## config.mk

```make
export PLATFORM = sky130hd
export DESIGN_NAME = otter_mem_arbiter_flat
export DESIGN_NICKNAME = d
export VERILOG_FILES = /design/src/rtl/otter_mem_arbiter_pkg.sv /design/src/rtl/otter_mem_arbiter_if.sv /design/src/rtl/otter_mem_arbiter_rsp_tag_pipe.sv /design/src/rtl/otter_mem_arbiter.sv /design/src/flat_wrapper.sv
export SDC_FILE = /design/constraint.sdc
export NUM_CORES = 1
export LEC_CHECK = 0
export ABC_AREA = 1
export BUFFER_PORTS_ARGS = -buffer_cell sky130_fd_sc_hd__buf_2
export CAP_MARGIN = 0
export CORE_AREA = 2 2 105 107
export DETAILED_ROUTE_END_ITERATION = 8
export DIE_AREA = 0 0 107 109
export HOLD_SLACK_MARGIN = 0.12
export PLACE_DENSITY_LB_ADDON = 0.3
export SLEW_MARGIN = 0
export SYNTH_ARGS = -nofsm -noshare
export SYNTH_HDL_FRONTEND = slang
export SYNTH_SLANG_ARGS = --single-unit
```

## constraint.sdc

```tcl
create_clock -name CLK -period 2 [get_ports CLK]
set_input_delay 0.1 -clock CLK [delete_from_list [all_inputs] [get_ports CLK]]
set_output_delay 0.1 -clock CLK [all_outputs]
set_load 0.1 [all_outputs]
```

## src/rtl/otter_mem_arbiter_pkg.sv

```systemverilog
// Shared types for the OTTER memory-port arbiter: response owner tags and access sizes.
package otter_mem_pkg;

  typedef enum logic [1:0] {
    OWN_NONE = 2'd0,
    OWN_IF   = 2'd1,
    OWN_DM   = 2'd2
  } owner_t;

  localparam logic [1:0] SIZE_BYTE = 2'd0;
  localparam logic [1:0] SIZE_HALF = 2'd1;
  localparam logic [1:0] SIZE_WORD = 2'd2;

  localparam int unsigned STREAK_W = 4;

  // Tag pushed into the response pipe for the access issued this cycle.
  function automatic owner_t issue_owner(logic if_gnt, logic dm_gnt, logic dm_we);
    owner_t own;
    own = OWN_NONE;
    if (if_gnt)                own = OWN_IF;
    else if (dm_gnt && !dm_we) own = OWN_DM;
    return own;
  endfunction

endpackage

```

## src/rtl/otter_mem_arbiter_if.sv

```systemverilog
// Bus bundle between the IF/DM requesters, the arbiter and the shared memory port.
interface otter_mem_arbiter_if #(
  parameter int unsigned ADDR_W = 32
);

  logic              IF_REQ;
  logic [ADDR_W-1:0] IF_ADDR;
  logic              IF_GNT;
  logic              IF_RVALID;
  logic [31:0]       IF_RDATA;

  logic              DM_REQ;
  logic              DM_WE;
  logic [ADDR_W-1:0] DM_ADDR;
  logic [31:0]       DM_WDATA;
  logic [1:0]        DM_SIZE;
  logic              DM_SIGN;
  logic              DM_GNT;
  logic              DM_RVALID;
  logic [31:0]       DM_RDATA;

  logic              MEM_EN;
  logic              MEM_WE;
  logic [ADDR_W-1:0] MEM_ADDR;
  logic [31:0]       MEM_WDATA;
  logic [1:0]        MEM_SIZE;
  logic              MEM_SIGN;
  logic [31:0]       MEM_RDATA;

  // Arbiter side.
  modport slave (
    input  IF_REQ, IF_ADDR,
    output IF_GNT, IF_RVALID, IF_RDATA,
    input  DM_REQ, DM_WE, DM_ADDR, DM_WDATA, DM_SIZE, DM_SIGN,
    output DM_GNT, DM_RVALID, DM_RDATA,
    output MEM_EN, MEM_WE, MEM_ADDR, MEM_WDATA, MEM_SIZE, MEM_SIGN,
    input  MEM_RDATA
  );

  // Requester / memory side.
  modport master (
    output IF_REQ, IF_ADDR,
    input  IF_GNT, IF_RVALID, IF_RDATA,
    output DM_REQ, DM_WE, DM_ADDR, DM_WDATA, DM_SIZE, DM_SIGN,
    input  DM_GNT, DM_RVALID, DM_RDATA,
    input  MEM_EN, MEM_WE, MEM_ADDR, MEM_WDATA, MEM_SIZE, MEM_SIGN,
    output MEM_RDATA
  );

endinterface

```

## src/rtl/otter_mem_arbiter_rsp_tag_pipe.sv

```systemverilog
// LATENCY-deep delay line of owner tags; the output tag names who owns MEM_RDATA this cycle.
module otter_rsp_tag_pipe
  import otter_mem_pkg::*;
#(
  parameter int unsigned LATENCY = 1
) (
  input  logic   i_clk,
  input  logic   i_rst_n,
  input  owner_t i_tag,
  output owner_t o_tag
);

  owner_t r_pipe [LATENCY];

  always_ff @(posedge i_clk or negedge i_rst_n) begin
    if (!i_rst_n) begin
      for (int unsigned k = 0; k < LATENCY; k++) begin
        r_pipe[k] <= OWN_NONE;
      end
    end else begin
      r_pipe[0] <= i_tag;
      for (int unsigned k = 1; k < LATENCY; k++) begin
        r_pipe[k] <= r_pipe[k-1];
      end
    end
  end

  assign o_tag = r_pipe[LATENCY-1];

endmodule

```

## src/rtl/otter_mem_arbiter.sv

```systemverilog
// Shares one memory port between instruction fetch and data memory; DM wins conflicts
// until IF has lost MAX_STREAK in a row. Read data is routed back by a delayed owner tag.
module otter_mem_arbiter
  import otter_mem_pkg::*;
#(
  parameter int unsigned ADDR_W     = 32,
  parameter int unsigned LATENCY    = 1,
  parameter int unsigned MAX_STREAK = 4
) (
  input logic                CLK,
  input logic                RST_N,
  otter_mem_arbiter_if.slave bus
);

  logic [STREAK_W-1:0] r_streak;
  logic [STREAK_W-1:0] w_streak_nxt;
  logic                w_streak_full;
  logic                w_if_gnt;
  logic                w_dm_gnt;

  logic                w_mem_en;
  logic                w_mem_we;
  logic [ADDR_W-1:0]   w_mem_addr;
  logic [31:0]         w_mem_wdata;
  logic [1:0]          w_mem_size;
  logic                w_mem_sign;

  owner_t              w_push_tag;
  owner_t              w_rsp_tag;

  assign w_streak_full = (r_streak == STREAK_W'(MAX_STREAK));

  // Grants are qualified by RST_N so every output reads 0 while reset is held.
  always_comb begin
    w_dm_gnt = 1'b0;
    w_if_gnt = 1'b0;
    if (RST_N) begin
      w_dm_gnt = bus.DM_REQ && !(bus.IF_REQ && w_streak_full);
      w_if_gnt = bus.IF_REQ && !w_dm_gnt;
    end
  end

  always_comb begin
    w_streak_nxt = r_streak;
    if (!bus.IF_REQ || w_if_gnt) begin
      w_streak_nxt = '0;
    end else if (w_dm_gnt && !w_streak_full) begin
      w_streak_nxt = r_streak + 1'b1;
    end
  end

  always_ff @(posedge CLK or negedge RST_N) begin
    if (!RST_N) begin
      r_streak <= '0;
    end else begin
      r_streak <= w_streak_nxt;
    end
  end

  always_comb begin
    w_mem_en    = 1'b0;
    w_mem_we    = 1'b0;
    w_mem_addr  = '0;
    w_mem_wdata = '0;
    w_mem_size  = SIZE_BYTE;
    w_mem_sign  = 1'b0;
    if (w_dm_gnt) begin
      w_mem_en    = 1'b1;
      w_mem_we    = bus.DM_WE;
      w_mem_addr  = bus.DM_ADDR;
      w_mem_wdata = bus.DM_WDATA;
      w_mem_size  = bus.DM_SIZE;
      w_mem_sign  = bus.DM_SIGN;
    end else if (w_if_gnt) begin
      w_mem_en    = 1'b1;
      w_mem_addr  = bus.IF_ADDR;
      w_mem_size  = SIZE_WORD;
    end
  end

  assign bus.IF_GNT    = w_if_gnt;
  assign bus.DM_GNT    = w_dm_gnt;
  assign bus.MEM_EN    = w_mem_en;
  assign bus.MEM_WE    = w_mem_we;
  assign bus.MEM_ADDR  = w_mem_addr;
  assign bus.MEM_WDATA = w_mem_wdata;
  assign bus.MEM_SIZE  = w_mem_size;
  assign bus.MEM_SIGN  = w_mem_sign;

  assign w_push_tag = issue_owner(w_if_gnt, w_dm_gnt, bus.DM_WE);

  otter_rsp_tag_pipe #(
    .LATENCY (LATENCY)
  ) u_tag_pipe (
    .i_clk   (CLK),
    .i_rst_n (RST_N),
    .i_tag   (w_push_tag),
    .o_tag   (w_rsp_tag)
  );

  always_comb begin
    bus.IF_RVALID = 1'b0;
    bus.IF_RDATA  = '0;
    bus.DM_RVALID = 1'b0;
    bus.DM_RDATA  = '0;
    if (w_rsp_tag == OWN_IF) begin
      bus.IF_RVALID = 1'b1;
      bus.IF_RDATA  = bus.MEM_RDATA;
    end else if (w_rsp_tag == OWN_DM) begin
      bus.DM_RVALID = 1'b1;
      bus.DM_RDATA  = bus.MEM_RDATA;
    end
  end

endmodule
```

## src/flat_wrapper.sv

```systemverilog
// flat-port wrapper written by rule: the top's interface ports become plain ports
module otter_mem_arbiter_flat import otter_mem_pkg::*;
#(
  parameter int unsigned ADDR_W     = 32,
  parameter int unsigned LATENCY    = 1,
  parameter int unsigned MAX_STREAK = 4
)
  (CLK, RST_N, bus_IF_REQ, bus_IF_ADDR, bus_IF_GNT, bus_IF_RVALID, bus_IF_RDATA, bus_DM_REQ, bus_DM_WE, bus_DM_ADDR, bus_DM_WDATA, bus_DM_SIZE, bus_DM_SIGN, bus_DM_GNT, bus_DM_RVALID, bus_DM_RDATA, bus_MEM_EN, bus_MEM_WE, bus_MEM_ADDR, bus_MEM_WDATA, bus_MEM_SIZE, bus_MEM_SIGN, bus_MEM_RDATA);
  otter_mem_arbiter_if #(.ADDR_W(ADDR_W)) bus_i ();
  input logic CLK;
  input logic RST_N;
  input wire logic [$bits(bus_i.IF_REQ)-1:0] bus_IF_REQ;
  input wire logic [$bits(bus_i.IF_ADDR)-1:0] bus_IF_ADDR;
  output wire logic [$bits(bus_i.IF_GNT)-1:0] bus_IF_GNT;
  output wire logic [$bits(bus_i.IF_RVALID)-1:0] bus_IF_RVALID;
  output wire logic [$bits(bus_i.IF_RDATA)-1:0] bus_IF_RDATA;
  input wire logic [$bits(bus_i.DM_REQ)-1:0] bus_DM_REQ;
  input wire logic [$bits(bus_i.DM_WE)-1:0] bus_DM_WE;
  input wire logic [$bits(bus_i.DM_ADDR)-1:0] bus_DM_ADDR;
  input wire logic [$bits(bus_i.DM_WDATA)-1:0] bus_DM_WDATA;
  input wire logic [$bits(bus_i.DM_SIZE)-1:0] bus_DM_SIZE;
  input wire logic [$bits(bus_i.DM_SIGN)-1:0] bus_DM_SIGN;
  output wire logic [$bits(bus_i.DM_GNT)-1:0] bus_DM_GNT;
  output wire logic [$bits(bus_i.DM_RVALID)-1:0] bus_DM_RVALID;
  output wire logic [$bits(bus_i.DM_RDATA)-1:0] bus_DM_RDATA;
  output wire logic [$bits(bus_i.MEM_EN)-1:0] bus_MEM_EN;
  output wire logic [$bits(bus_i.MEM_WE)-1:0] bus_MEM_WE;
  output wire logic [$bits(bus_i.MEM_ADDR)-1:0] bus_MEM_ADDR;
  output wire logic [$bits(bus_i.MEM_WDATA)-1:0] bus_MEM_WDATA;
  output wire logic [$bits(bus_i.MEM_SIZE)-1:0] bus_MEM_SIZE;
  output wire logic [$bits(bus_i.MEM_SIGN)-1:0] bus_MEM_SIGN;
  input wire logic [$bits(bus_i.MEM_RDATA)-1:0] bus_MEM_RDATA;
  assign bus_i.IF_REQ = bus_IF_REQ;
  assign bus_i.IF_ADDR = bus_IF_ADDR;
  assign bus_IF_GNT = bus_i.IF_GNT;
  assign bus_IF_RVALID = bus_i.IF_RVALID;
  assign bus_IF_RDATA = bus_i.IF_RDATA;
  assign bus_i.DM_REQ = bus_DM_REQ;
  assign bus_i.DM_WE = bus_DM_WE;
  assign bus_i.DM_ADDR = bus_DM_ADDR;
  assign bus_i.DM_WDATA = bus_DM_WDATA;
  assign bus_i.DM_SIZE = bus_DM_SIZE;
  assign bus_i.DM_SIGN = bus_DM_SIGN;
  assign bus_DM_GNT = bus_i.DM_GNT;
  assign bus_DM_RVALID = bus_i.DM_RVALID;
  assign bus_DM_RDATA = bus_i.DM_RDATA;
  assign bus_MEM_EN = bus_i.MEM_EN;
  assign bus_MEM_WE = bus_i.MEM_WE;
  assign bus_MEM_ADDR = bus_i.MEM_ADDR;
  assign bus_MEM_WDATA = bus_i.MEM_WDATA;
  assign bus_MEM_SIZE = bus_i.MEM_SIZE;
  assign bus_MEM_SIGN = bus_i.MEM_SIGN;
  assign bus_i.MEM_RDATA = bus_MEM_RDATA;
  otter_mem_arbiter #(.ADDR_W(ADDR_W), .LATENCY(LATENCY), .MAX_STREAK(MAX_STREAK)) u_core (.CLK(CLK), .RST_N(RST_N), .bus(bus_i));
endmodule
```

==> impl_results.html <==
<table>
<tr><th>Metric</th><th>Value</th></tr>
<tr><th colspan="2">Cells and area</th></tr>
<tr><td>Footprint of the multi-input gates</td><td>1614 µm²</td></tr>
<tr><td>Fraction of layout instances using a drive strength above 1</td><td>71.81%</td></tr>
<tr><td>Count of fill cells added during filler insertion</td><td>969</td></tr>
<tr><td>Post-route cell area</td><td>5466 µm²</td></tr>
<tr><td>Diodes inserted</td><td>0</td></tr>
<tr><td>P&amp;R area growth vs syn</td><td>270.6%</td></tr>
<tr><td>Fin cells</td><td>743</td></tr>
<tr><td>Layout net count</td><td>743</td></tr>
<tr><td>Reg area</td><td>150.1 µm²</td></tr>
<tr><th colspan="2">CTS</th></tr>
<tr><td>Root Buffer Master</td><td>clkbuf_8</td></tr>
<tr><td>Clock transition at the registers of the reported paths</td><td>0.04 ns</td></tr>
<tr><td>Sinks on the clock net</td><td>6</td></tr>
<tr><td>Htree depth</td><td>1</td></tr>
<tr><td>Worst-case clock buffer depth</td><td>2</td></tr>
<tr><td>Total CTS buffers</td><td>3</td></tr>
<tr><td>CTS tree</td><td>yes</td></tr>
<tr><td>Insertion delay to the later sink of the worst-skew pair</td><td>0.22 ns</td></tr>
<tr><th colspan="2">Timing</th></tr>
<tr><td>Final hold slack</td><td>0.2191 ns</td></tr>
<tr><td>Final critical path time including I/O delays and setup</td><td>1.925 ns</td></tr>
<tr><td>Relative slew slack</td><td>67.02%</td></tr>
<tr><td>Setup Viol. Count Final</td><td>0</td></tr>
<tr><td>Final setup skew</td><td>0.0004603 ns</td></tr>
<tr><td>Post-route clock period utilization</td><td>96.25%</td></tr>
<tr><td>Slew Limit Fails</td><td>0</td></tr>
<tr><td>FMAX</td><td>519.5 MHz</td></tr>
<tr><td>Hold violation total from the final report</td><td>0</td></tr>
<tr><td>Slew at the pin closest to its max-slew limit</td><td>0.4981 ns</td></tr>
<tr><th colspan="2">Worst setup path</th></tr>
<tr><td>Startpoint-to-endpoint class of the critical path</td><td>reg2out</td></tr>
<tr><td>Worst stage delay on the critical path</td><td>0.38 ns</td></tr>
<tr><td>Signal arrival time at the worst endpoint</td><td>1.83 ns</td></tr>
<tr><td>Type of origin of the critical path</td><td>flop</td></tr>
<tr><td>Category of the worst setup path capture point</td><td>output port</td></tr>
<tr><td>Worst setup startpoint</td><td>u_core.r_streak[0]$_DFFE_PN0P_</td></tr>
<tr><td>Cell-by-cell listing of the critical path</td><td>inv_2 &gt; ha_4 &gt; nand4_4 &gt; nand2_4 &gt; nor2_8 &gt; buf_6 &gt; clkbuf_16 &gt; nand2_1 &gt; nand2_2 &gt; buf_12</td></tr>
<tr><td>Top fanout value on the critical path</td><td>11</td></tr>
<tr><td>Cell type of the slowest stage on the worst timing path</td><td>dfrtp_1</td></tr>
<tr><td>Required time reported for the critical path endpoint</td><td>1.90 ns</td></tr>
<tr><td>Worst reg2reg startpoint</td><td>u_core.r_streak[0]$_DFFE_PN0P_</td></tr>
<tr><th colspan="2">Route</th></tr>
<tr><td>Total number of vias</td><td>2944</td></tr>
<tr><td>Number of routed nets with antenna violations</td><td>0</td></tr>
<tr><td>Drt drc</td><td>0</td></tr>
<tr><td>DRT Pass-1 Iters</td><td>4</td></tr>
<tr><td>Wirelength per Cell</td><td>12.09 µm</td></tr>
<tr><td>Routed via count divided by cell count</td><td>3.962</td></tr>
<tr><td>Final wirelength</td><td>8982 µm</td></tr>
<tr><td>Starting DRT DRC Count</td><td>122</td></tr>
<tr><th colspan="2">Synthesis</th></tr>
<tr><td>Synthesized area</td><td>1475 µm²</td></tr>
<tr><td>Number of nets produced by synthesis</td><td>462</td></tr>
<tr><td>Leading cell types by total area after synthesis</td><td>nand2_1 (27%), nor2_1 (26%), inv_1 (19%)</td></tr>
<tr><td>Distinct cell type count of the synthesized netlist</td><td>18</td></tr>
<tr><td>Synth Instances</td><td>324</td></tr>
<tr><td>Sequential element share of the synthesized area</td><td>10.18%</td></tr>
<tr><td>Avg Synthesized Cell Area</td><td>4.553 µm²</td></tr>
<tr><td>Biggest area consumer among synthesized cells</td><td>nand2_1</td></tr>
<tr><td>Number of storage elements in the synthesis netlist</td><td>6</td></tr>
<tr><td>Synth warn</td><td>0</td></tr>
<tr><td>Proportion of netlist area held by the largest area contributor</td><td>26.72%</td></tr>
<tr><th colspan="2">Power and ir drop</th></tr>
<tr><td>Pleak</td><td>0.002806 µW</td></tr>
<tr><td>Total power divided by cell area</td><td>368.9 nW/µm²</td></tr>
<tr><td>Maximum resistive drop on vdd</td><td>0.1799 mV</td></tr>
<tr><th colspan="2">Global route</th></tr>
<tr><td>Maximum number of pins on one net before global-route repair</td><td>35</td></tr>
<tr><td>GRT Overall Usage</td><td>13.64%</td></tr>
<tr><td>Vias in the first global route</td><td>2840</td></tr>
<tr><td>Antenna violations before repair</td><td>0</td></tr>
<tr><td>Remaining Overflow, GRT</td><td>0</td></tr>
<tr><td>Global-route wire length before repair</td><td>13010 µm</td></tr>
<tr><th colspan="2">Placed design</th></tr>
<tr><td>Post-placement cell area</td><td>5105 µm²</td></tr>
<tr><td>Port buffer count</td><td>272</td></tr>
<tr><td>Half-perimeter wire length of the detailed placement result</td><td>7642 µm</td></tr>
<tr><td>Count of placed standard cells including taps</td><td>729</td></tr>
<tr><td>Final weighted congestion in routability-driven placement</td><td>0.8636</td></tr>
<tr><th colspan="2">Floorplanning</th></tr>
<tr><td>Number of top-level pins</td><td>273</td></tr>
<tr><td>Site Rows</td><td>38</td></tr>
<tr><td>Starting utilization of the core area</td><td>13.91%</td></tr>
<tr><td>Core box area</td><td>10600 µm²</td></tr>
<tr><td>Total Die Area</td><td>11660 µm²</td></tr>
<tr><td>Vert. Die Dim</td><td>109 µm</td></tr>
<tr><td>Die width</td><td>107 µm</td></tr>
<tr><th colspan="2">Job</th></tr>
<tr><td>Max_cap viols</td><td>0</td></tr>
<tr><th colspan="2">Status</th></tr>
<tr><td>Run status</td><td>finished, final reports clean</td></tr>
<tr><th colspan="2">Min path</th></tr>
<tr><td>Class of the most critical hold timing path</td><td>in2reg</td></tr>
<tr><td>Critical hold path startpoint</td><td>bus_IF_REQ</td></tr>
</table>
area by class of cell:
type | count | share of cell area (%)
clock buffers | 3 | 0.7553
inverters | 78 | 5.814
multi-input cells | 225 | 29.53
flip-flops and latches | 6 | 2.747
well taps | 140 | 3.204
repair buffers | 290 | 57.75
repair inverters | 1 | 0.2060
flip-flops by register name, indices dropped and copies added, names as in the netlist:
| register | cells |
|---|---|
| u_core.r_streak | 4 |
| u_core.u_tag_pipe.o_tag | 2 |
cell families after synthesis:
kind of cell | after synthesis | synth area share, %
AND/OR/NAND/NOR | 220 | 59.88
buffers and inverters | 93 | 26.72
flip-flops | 6 | 10.18
XOR/XNOR | 2 | 1.188
adder cells (fa/ha/maj) | 2 | 1.696
AO/OA/AOI/OAI | 1 | 0.3389
Yosys cell counts:
cell,n
ha_1,2
buf_2,3
clkinv_4,1
inv_1,76
dfrtp_1,6
nand3_1,6
nor2_8,1
o21ai_0,1
nor2_1,101
clkbuf_1,6
inv_4,1
buf_6,3
nand4_2,1
nand4_1,4
nand2_4,2
xor2_1,2
buf_4,3
nand2_1,105
layout by cell type (no fill, tap or decap):
master	synthesis	final
buf_12	0	108
buf_2	3	169
buf_4	3	6
buf_6	3	3
clkbuf_16	0	2
clkbuf_8	0	3
clkinv_8	0	2
dfrtp_1	6	6
dlygate4sd3_1	0	2
ha_1	2	1
ha_4	0	1
inv_1	76	73
inv_2	0	3
inv_8	0	1
nand2_1	105	70
nand2_2	0	35
nand2_4	2	1
nand2_8	0	1
nand3_1	6	6
nand4_1	4	4
nand4_4	0	1
nor2_1	101	5
nor2_2	0	31
nor2_4	0	65
nor2_8	1	1
o21ai_0	1	1
xor2_1	2	2
through the flow:
stage / util [%] / setup WS [ns] / total power (µW) / TNS [ns]
floorplan: - / -0.3895 / 1174 / -3.445
global placement: 48.15 / 0.2553 / 1763 / 0
detailed placement: 48.15 / 0.1993 / 1775 / 0
CTS: 48.97 / 0.02480 / 1973 / 0
global route: 51.56 / -0.02126 / 2097 / -0.2141
finish: 51.56 / 0.07496 / 2017 / 0
repair_timing:
action                     4_1_cts  5_1_grt
hold endpoints to repair         7        0
gates cloned                     0        3
pin swaps                        0        5
setup buffers                    0        6
setup endpoints to repair       41       63
resized for setup                7       52
hold buffers                     2        0
final timing paths:
kind	end	slack, ns	depth (start not counted)
setup / recovery	bus_MEM_ADDR[5]	0.07	10
hold / removal	u_core.r_streak[2]$_DFFE_PN0P_	0.22	3
setup reg to reg	u_core.u_tag_pipe.o_tag[1]$_DFF_PN0_	0.47	8
hold reg to reg	u_core.r_streak[3]$_DFFE_PN0P_	0.57	2
max in group asynchronous	u_core.r_streak[1]$_DFFE_PN0P_	1.56	2
min in group asynchronous	u_core.r_streak[2]$_DFFE_PN0P_	0.27	2
critical path: cells and delay by family, from the launching register on:
kind          cells  cell delay [ns]
simple gates      5             0.55
buf+inv           4             0.51
flops             1             0.38
fa+ha+maj         1             0.17
metal layers:
metal / share of wire (%) / track usage, % / vias to the layer above / wire (µm)
met3: 11 / 5.021 / 7 / 1009
li1: - / - / 1460 / -
met5: 0 / 0 / - / 0
met4: 1.1 / 3.247 / 0 / 99
met1: 31 / 13.34 / 1304 / 2804
met2: 56 / 27.07 / 173 / 5068
report_power, final:
group	switching [µW]	internal, µW
Clock	52.3	129
Sequential	3.02	126
Combinational	1140	562
Total	1200	817
Power figures use the tool's default switching activity.
